===== src/rtl/fetch_stage.sv =====
// ---------------------------------------------------------------------------
// fetch_stage
//
// Instruction-fetch stage feeding decode. Owns the PC, issues word fetches
// over a valid/ready request channel, buffers in-order responses in a small
// FIFO and presents {instruction, pc} to decode with a valid/ready handshake.
// Taken branches/jumps from execute (redirect) flush the FIFO, restart fetch
// at the target and discard responses still in flight for stale requests.
//
// Optional feature (compile-time macro FETCH_MISALIGN_CHK_EN):
//   adds output misalign_err. A redirect to a non-word-aligned target sets
//   it (sticky) and blocks fetch until an aligned redirect or rst.
//   Without the macro the low two bits of redirect_pc are ignored.
//
// Parameters:
//   RESET_PC  first fetch address after reset
//   DEPTH     output FIFO entries and maximum requests in flight (pow2, >=2)
//
// Ports:
//   clk, rst           clock, synchronous active-high reset
//   imem_req_valid     fetch request valid
//   imem_req_ready     memory accepts request this cycle
//   imem_req_addr      word-aligned fetch address (current PC)
//   imem_rsp_valid     in-order response valid
//   imem_rsp_data      fetched instruction word
//   redirect           one-cycle redirect pulse from execute
//   redirect_pc        redirect target
//   out_valid          instruction available to decode
//   out_ready          decode consumes this cycle
//   instruction        FIFO head instruction
//   pc                 PC of the FIFO head instruction
//   misalign_err       (macro only) sticky misaligned-redirect flag
// ---------------------------------------------------------------------------
module fetch_stage #(
    parameter logic [31:0] RESET_PC = 32'h0000_0000,
    parameter int unsigned DEPTH    = 2
) (
    input  logic        clk,
    input  logic        rst,
    output logic        imem_req_valid,
    input  logic        imem_req_ready,
    output logic [31:0] imem_req_addr,
    input  logic        imem_rsp_valid,
    input  logic [31:0] imem_rsp_data,
    input  logic        redirect,
    input  logic [31:0] redirect_pc,
    output logic        out_valid,
    input  logic        out_ready,
    output logic [31:0] instruction,
    output logic [31:0] pc
`ifdef FETCH_MISALIGN_CHK_EN
    ,
    output logic        misalign_err
`endif
);

    localparam int unsigned AW = (DEPTH > 1) ? $clog2(DEPTH) : 1;
    // Counters each range 0..DEPTH inclusive.
    localparam int unsigned CW = $clog2(DEPTH + 1);
    // Sum of three counters needs two extra bits of headroom.
    localparam int unsigned SW = CW + 2;

    logic [31:0]   pc_reg;

    // PCs of accepted requests, in issue order, awaiting their response.
    logic [31:0]   inflight_pc [DEPTH];
    logic [AW-1:0] if_wr;
    logic [AW-1:0] if_rd;

    // Output FIFO storage.
    logic [31:0]   buf_instr [DEPTH];
    logic [31:0]   buf_pc    [DEPTH];
    logic [AW-1:0] buf_wr;
    logic [AW-1:0] buf_rd;

    logic [CW-1:0] occupancy;
    logic [CW-1:0] outstanding;
    logic [CW-1:0] drop;

    logic [SW-1:0] credits_used;
    logic          blocked;
    logic          req_fire;
    logic          rsp_keep;
    logic          rsp_drop;
    logic          push;
    logic          pop;

    // -----------------------------------------------------------------------
    // Request side
    // -----------------------------------------------------------------------
    // Every FIFO slot is reserved at issue time: buffered entries, requests
    // in flight and responses still to be discarded all consume a credit,
    // so an accepted response always finds room in the FIFO.
    always_comb begin
        credits_used   = SW'(occupancy) + SW'(outstanding) + SW'(drop);
        imem_req_valid = !rst && !redirect && !blocked &&
                         (credits_used < SW'(DEPTH));
        imem_req_addr  = pc_reg;
        req_fire       = imem_req_valid && imem_req_ready;
    end

    // -----------------------------------------------------------------------
    // Response / output side
    // -----------------------------------------------------------------------
    always_comb begin
        rsp_keep    = imem_rsp_valid && (drop == '0);
        rsp_drop    = imem_rsp_valid && (drop != '0);
        out_valid   = (occupancy != '0);
        push        = rsp_keep && !redirect;
        pop         = out_valid && out_ready && !redirect;
        instruction = buf_instr[buf_rd];
        pc          = buf_pc[buf_rd];
    end

    // -----------------------------------------------------------------------
    // State
    // -----------------------------------------------------------------------
    always_ff @(posedge clk) begin
        if (rst) begin
            pc_reg      <= RESET_PC;
            if_wr       <= '0;
            if_rd       <= '0;
            buf_wr      <= '0;
            buf_rd      <= '0;
            occupancy   <= '0;
            outstanding <= '0;
            drop        <= '0;
            for (int unsigned i = 0; i < DEPTH; i++) begin
                inflight_pc[i] <= '0;
                buf_instr[i]   <= '0;
                buf_pc[i]      <= '0;
            end
        end else if (redirect) begin
            pc_reg      <= {redirect_pc[31:2], 2'b00};
            if_wr       <= '0;
            if_rd       <= '0;
            buf_wr      <= '0;
            buf_rd      <= '0;
            occupancy   <= '0;
            outstanding <= '0;
            // Everything still in flight becomes stale. Any drop left over
            // from an earlier redirect is carried forward so back-to-back
            // redirects keep counting every stale response exactly once;
            // a response arriving this cycle is already one of them.
            drop        <= drop + outstanding - CW'(imem_rsp_valid);
        end else begin
            if (req_fire) begin
                pc_reg             <= pc_reg + 32'd4;
                inflight_pc[if_wr] <= pc_reg;
                if_wr              <= if_wr + AW'(1);
            end
            if (rsp_keep) begin
                if_rd <= if_rd + AW'(1);
            end
            if (rsp_drop) begin
                drop <= drop - CW'(1);
            end
            outstanding <= outstanding + CW'(req_fire) - CW'(rsp_keep);

            if (push) begin
                buf_instr[buf_wr] <= imem_rsp_data;
                buf_pc[buf_wr]    <= inflight_pc[if_rd];
                buf_wr            <= buf_wr + AW'(1);
            end
            if (pop) begin
                buf_rd <= buf_rd + AW'(1);
            end
            occupancy <= occupancy + CW'(push) - CW'(pop);
        end
    end

    // -----------------------------------------------------------------------
    // Misaligned redirect detection
    // -----------------------------------------------------------------------
`ifdef FETCH_MISALIGN_CHK_EN
    always_ff @(posedge clk) begin
        if (rst) begin
            misalign_err <= 1'b0;
        end else if (redirect) begin
            misalign_err <= (redirect_pc[1:0] != 2'b00);
        end
    end

    assign blocked = misalign_err;
`else
    logic unused_redirect_lsbs;

    assign unused_redirect_lsbs = ^redirect_pc[1:0];
    assign blocked              = 1'b0;
`endif

endmodule

===== config.mk =====
export PLATFORM = sky130hd
export DESIGN_NAME = fetch_stage
export DESIGN_NICKNAME = d
export VERILOG_FILES = /design/src/rtl/fetch_stage.sv
export SDC_FILE = /design/constraint.sdc
export NUM_CORES = 1
export LEC_CHECK = 0
export CAP_MARGIN = 25
export CORE_MARGIN = 2
export CORE_UTILIZATION = 35
export CTS_CLUSTER_SIZE = 28
export DETAILED_ROUTE_END_ITERATION = 10
export MAX_ROUTING_LAYER = met4
export PLACE_DENSITY = 0.58
export SLEW_MARGIN = 15
export SYNTH_ARGS = -nofsm -noshare
export SYNTH_HDL_FRONTEND = slang
export SYNTH_SLANG_ARGS = --single-unit

===== constraint.sdc =====
create_clock -name clk -period 7.7 [get_ports clk]
set_clock_uncertainty 0.1 [all_clocks]
set_input_delay 1.54 -clock clk [delete_from_list [all_inputs] [get_ports clk]]
set_output_delay 1.54 -clock clk [all_outputs]
set_load 0.01 [all_outputs]

==> run_results.csv <==
group,metric,value,unit
logic_synthesis,synth_compound_area_share,4.80,%
worst_setup_path,slowest_stage,"clkdlybuf4s50_1",
logic_synthesis,async_reset_ff_share,0,%
clocking,cts_max_level,1,
floorplanning,core,28900,um^2
placed_design,port_buffers,161,
detailed_routing,vias,6773,
placed_design,post-dp-hpwl,15.2,mm
layout,drive_gt1_share,13.5,%
clocking,cts_resized,0,
worst_setup_path,crit_top_cell,"clkdlybuf4s50_1",
logic_synthesis,synth_edf_count,184,
logic_synthesis,syn-cell-area,10300,um^2
worst_setup_path,critPathRequiredTime,6.06,ns
worst_setup_path,crit_arrival,3.37,ns
floorplanning,num_rows,62,
logic_synthesis,ys_warn_count,0,
clocking,cts_tree,"yes",
logic_synthesis,syn_area_per_cell,12.6,um^2
timing,period_share,65.0,%
detailed_routing,ant_nets,0,
timing,fin_setup_tns,0,ns
worst_setup_path,critPathKind,"input port to output pin",
worst_setup_path,endpoint_kind,"output pin",
layout,area_growth,26.4,%
logic_synthesis,synth_top_family_by_area,"simple AND/OR/NAND/NOR gates",
detailed_routing,drt_iter0_markers,417,
logic_synthesis,yosys.area_share.simple,18.2,%
global_route,grt_pass1_wl,37.8,mm
timing,maxSlewViolCount,0,
floorplanning,pin_count,168,
global_route,antenna_found_initial,0,
logic_synthesis,synth_adder_area_share,1.40,%
floorplanning,die_w,176,um
logic_synthesis,synth_seq_cells,226,
clocking,clock_path_buffers,3,
global_route,grt_start_max_net_pins,63,
global_route,grt_pass1_vias,6659,
worst_setup_path,crit_path_max_incr_delay,0.59,ns
clocking,path_clk_slew,0.06,ns
floorplanning,start_util,35.8,%
global_route,grt_overflow,0,
timing,relSlewSlack,39.0,%
clocking,numCtsBuffers,25,
worst_setup_path,path_max_fanout,35,
timing,fin_hold_ws,0.394,ns
logic_synthesis,seq_area_frac_synth,61.6,%
run,maxCapViolations,0,
detailed_routing,routedWlPerCell,17.5,um
detailed_routing,avgViaCountPerCell,4.94,
layout,fin_nets,1053,
timing,timing.fmax,200,MHz
placed_design,gp_congestion,0.798,
detailed_routing,routed_wl,24.0,mm
timing,fin_crit,5.01,ns
logic_synthesis,synthXorXnorAreaFrac,1.27,%
floorplanning,die-area,30900,um^2
clocking,clk_latency,0.51,ns
power_and_ir_drop,switching_power,695,uW
floorplanning,die-height,176,um
logic_synthesis,ys_types,67,
power_and_ir_drop,pwr-share-seq,49.9,%
power_and_ir_drop,power.leakage,4.65,nW
clocking,clkSinkCount,226,
layout,multi_input_area,3700,um^2
logic_synthesis,synthCells,819,
power_and_ir_drop,p_total,2.91,mW
detailed_routing,drc,0,
timing,tightest_slew,0.915,ns
power_and_ir_drop,p_sw_share,23.9,%
worst_hold_path,min_path_type,"flip-flop to flip-flop",
power_and_ir_drop,p_int,2.22,mW
power_and_ir_drop,comb_power_share,12.9,%
logic_synthesis,synth-main-ff-cell,"edfxtp_1",
power_and_ir_drop,power_density,223,nW/um^2
worst_setup_path,path_cells,"clkdlybuf4s50_1 > buf_4 > or2_0 > nor4b_1 > clkdlybuf4s50_1",
power_and_ir_drop,ir_worst_vdd,134,uV
clocking,cts_root_buf,"clkbuf_16",
detailed_routing,drtPass1Iterations,4,
timing,rsz0062_at_grt,"false",
global_route,grt_use_total,16.0,%
worst_setup_path,cp-start-kind,"input port",
layout,seq_area,6370,um^2
timing,hold_viol,0,
layout,antennaDiodeCount,0,
power_and_ir_drop,clkPwrFrac,37.2,%
timing,setup_violations,0,
logic_synthesis,synth_mux_area_share,9.77,%
clocking,cts_setup_buffers,0,
layout,fillers,2670,
outcome,status,"complete, no violations",
clocking,hold_buffers,0,
-- power groups by stage --
| stage | clock, mW | combinational, mW | sequential [mW] |
|---|---|---|---|
| 3_5_place_dp | 0 | 0.379 | 1.48 |
| 3_3_place_gp | 0 | 0.379 | 1.48 |
| 5_1_grt | 1.16 | 0.410 | 1.46 |
| 4_1_cts | 1.11 | 0.381 | 1.46 |
| 2_1_floorplan | 0 | 0.204 | 1.47 |
| 6_report | 1.08 | 0.374 | 1.45 |
-- cell type report --
type,count,share of cell area [%]
clock buffer,30,4.93
inverter,16,0.460
timing repair buffer,175,13.2
sequential,226,48.7
multi-input combinational,528,28.3
clock inverter,13,0.728
tap,384,3.68
-- synthesized netlist by cell type, types with 7 or more instances --
library cell | count | area share [%]
a21oi_1 | 8 | 0.39
a31oi_1 | 7 | 0.42
and2_1 | 124 | 7.5
buf_1 | 7 | 0.25
buf_4 | 9 | 0.65
clkbuf_1 | 30 | 1.1
dfxtp_1 | 42 | 8.1
edfxtp_1 | 184 | 53
ha_1 | 10 | 1.2
inv_1 | 14 | 0.51
mux2_2 | 63 | 6.9
mux2i_1 | 30 | 2.9
nand2_1 | 40 | 1.5
nand3_1 | 16 | 0.77
nand4_1 | 13 | 0.79
nor2_1 | 84 | 3.0
o211ai_1 | 7 | 0.51
o21ai_0 | 8 | 0.39
or3_1 | 10 | 0.61
xnor2_1 | 8 | 0.68
xor2_1 | 7 | 0.59
-- metrics by stage --
stage	cells	instance area [um^2]	util, %	worst slack, ns
6_report	1372	13100	45.3	2.69
5_1_grt	1372	13100	45.3	2.56
4_1_cts	1371	13100	45.2	2.65
3_5_place_dp	1328	12300	42.7	2.68
3_3_place_gp	1328	12300	42.7	2.65
2_1_floorplan	822	10300	-	0.711
-- sequential cells by signal (all words and copies together) (netlist names), named ones only --
signal	count
buf_instr	64
buf_pc	60
buf_rd	1
buf_wr	1
drop	2
if_rd	1
if_wr	1
imem_req_addr	30
inflight_pc	60
occupancy	2
outstanding	2
-- layer usage --
| layer | vias to the layer above | part of all wire, % | track usage, % | wire (um) |
|---|---|---|---|---|
| li1 | 3277 | - | - | - |
| met1 | 3251 | 48 | 22.5 | 11500 |
| met2 | 201 | 45 | 24.3 | 10700 |
| met3 | 44 | 5.0 | 2.03 | 1190 |
| met4 | 0 | 2.4 | 4.82 | 571 |
| met5 | - | 0 | - | 0 |
-- worst max-delay path: cells and delay by family --
kind                   cells  cell delay, ns
AND/OR/NAND/NOR            2            0.57
buffers and inverters      3            1.26
-- cells in the final DEF (no fill, tap or decap), drive strengths merged, types with 3 or more instances in the layout --
| master | Yosys | final |
|---|---|---|
| a211oi | 3 | 3 |
| a21oi | 8 | 8 |
| a311oi | 6 | 6 |
| a31oi | 7 | 7 |
| a32oi | 3 | 3 |
| and2 | 124 | 124 |
| and3 | 8 | 8 |
| and4 | 6 | 6 |
| buf | 20 | 14 |
| clkbuf | 32 | 30 |
| clkdlybuf4s50 | 0 | 161 |
| clkinv | 1 | 9 |
| clkinvlp | 0 | 4 |
| conb | 1 | 4 |
| dfxtp | 42 | 42 |
| edfxtp | 184 | 184 |
| ha | 10 | 10 |
| inv | 15 | 15 |
| mux2 | 63 | 63 |
| mux2i | 30 | 30 |
| nand2 | 41 | 41 |
| nand3 | 18 | 18 |
| nand4 | 15 | 15 |
| nor2 | 87 | 87 |
| nor2b | 4 | 4 |
| nor3 | 6 | 6 |
| nor4 | 3 | 3 |
| o211ai | 7 | 7 |
| o21ai | 8 | 8 |
| o311ai | 5 | 5 |
| o31ai | 5 | 5 |
| or2 | 4 | 4 |
| or3 | 10 | 10 |
| or4 | 6 | 6 |
| xnor2 | 8 | 8 |
| xor2 | 7 | 7 |
-- cell families after synthesis --
| family | after synthesis |
|---|---|
| XOR/XNOR | 15 |
| flip-flops | 226 |
| AO/OA/AOI/OAI | 67 |
| other | 1 |
| AND/OR/NAND/NOR | 338 |
| adder cells (fa/ha/maj) | 11 |
| multiplexers | 93 |
| buffers and inverters | 68 |
-- worst paths after layout --
path / startpoint / endpoint / slack [ns] / depth (start not counted)
worst min-delay path: buf_wr / buf_wr / 0.39 / 2
worst max-delay path: rst / imem_req_valid / 2.69 / 5
worst min register to register: buf_wr / buf_wr / 0.39 / 2
worst max register to register: outstanding[1] / inflight_pc[1][26] / 3.61 / 8
No activity file was read; power rests on OpenSTA's default activity.
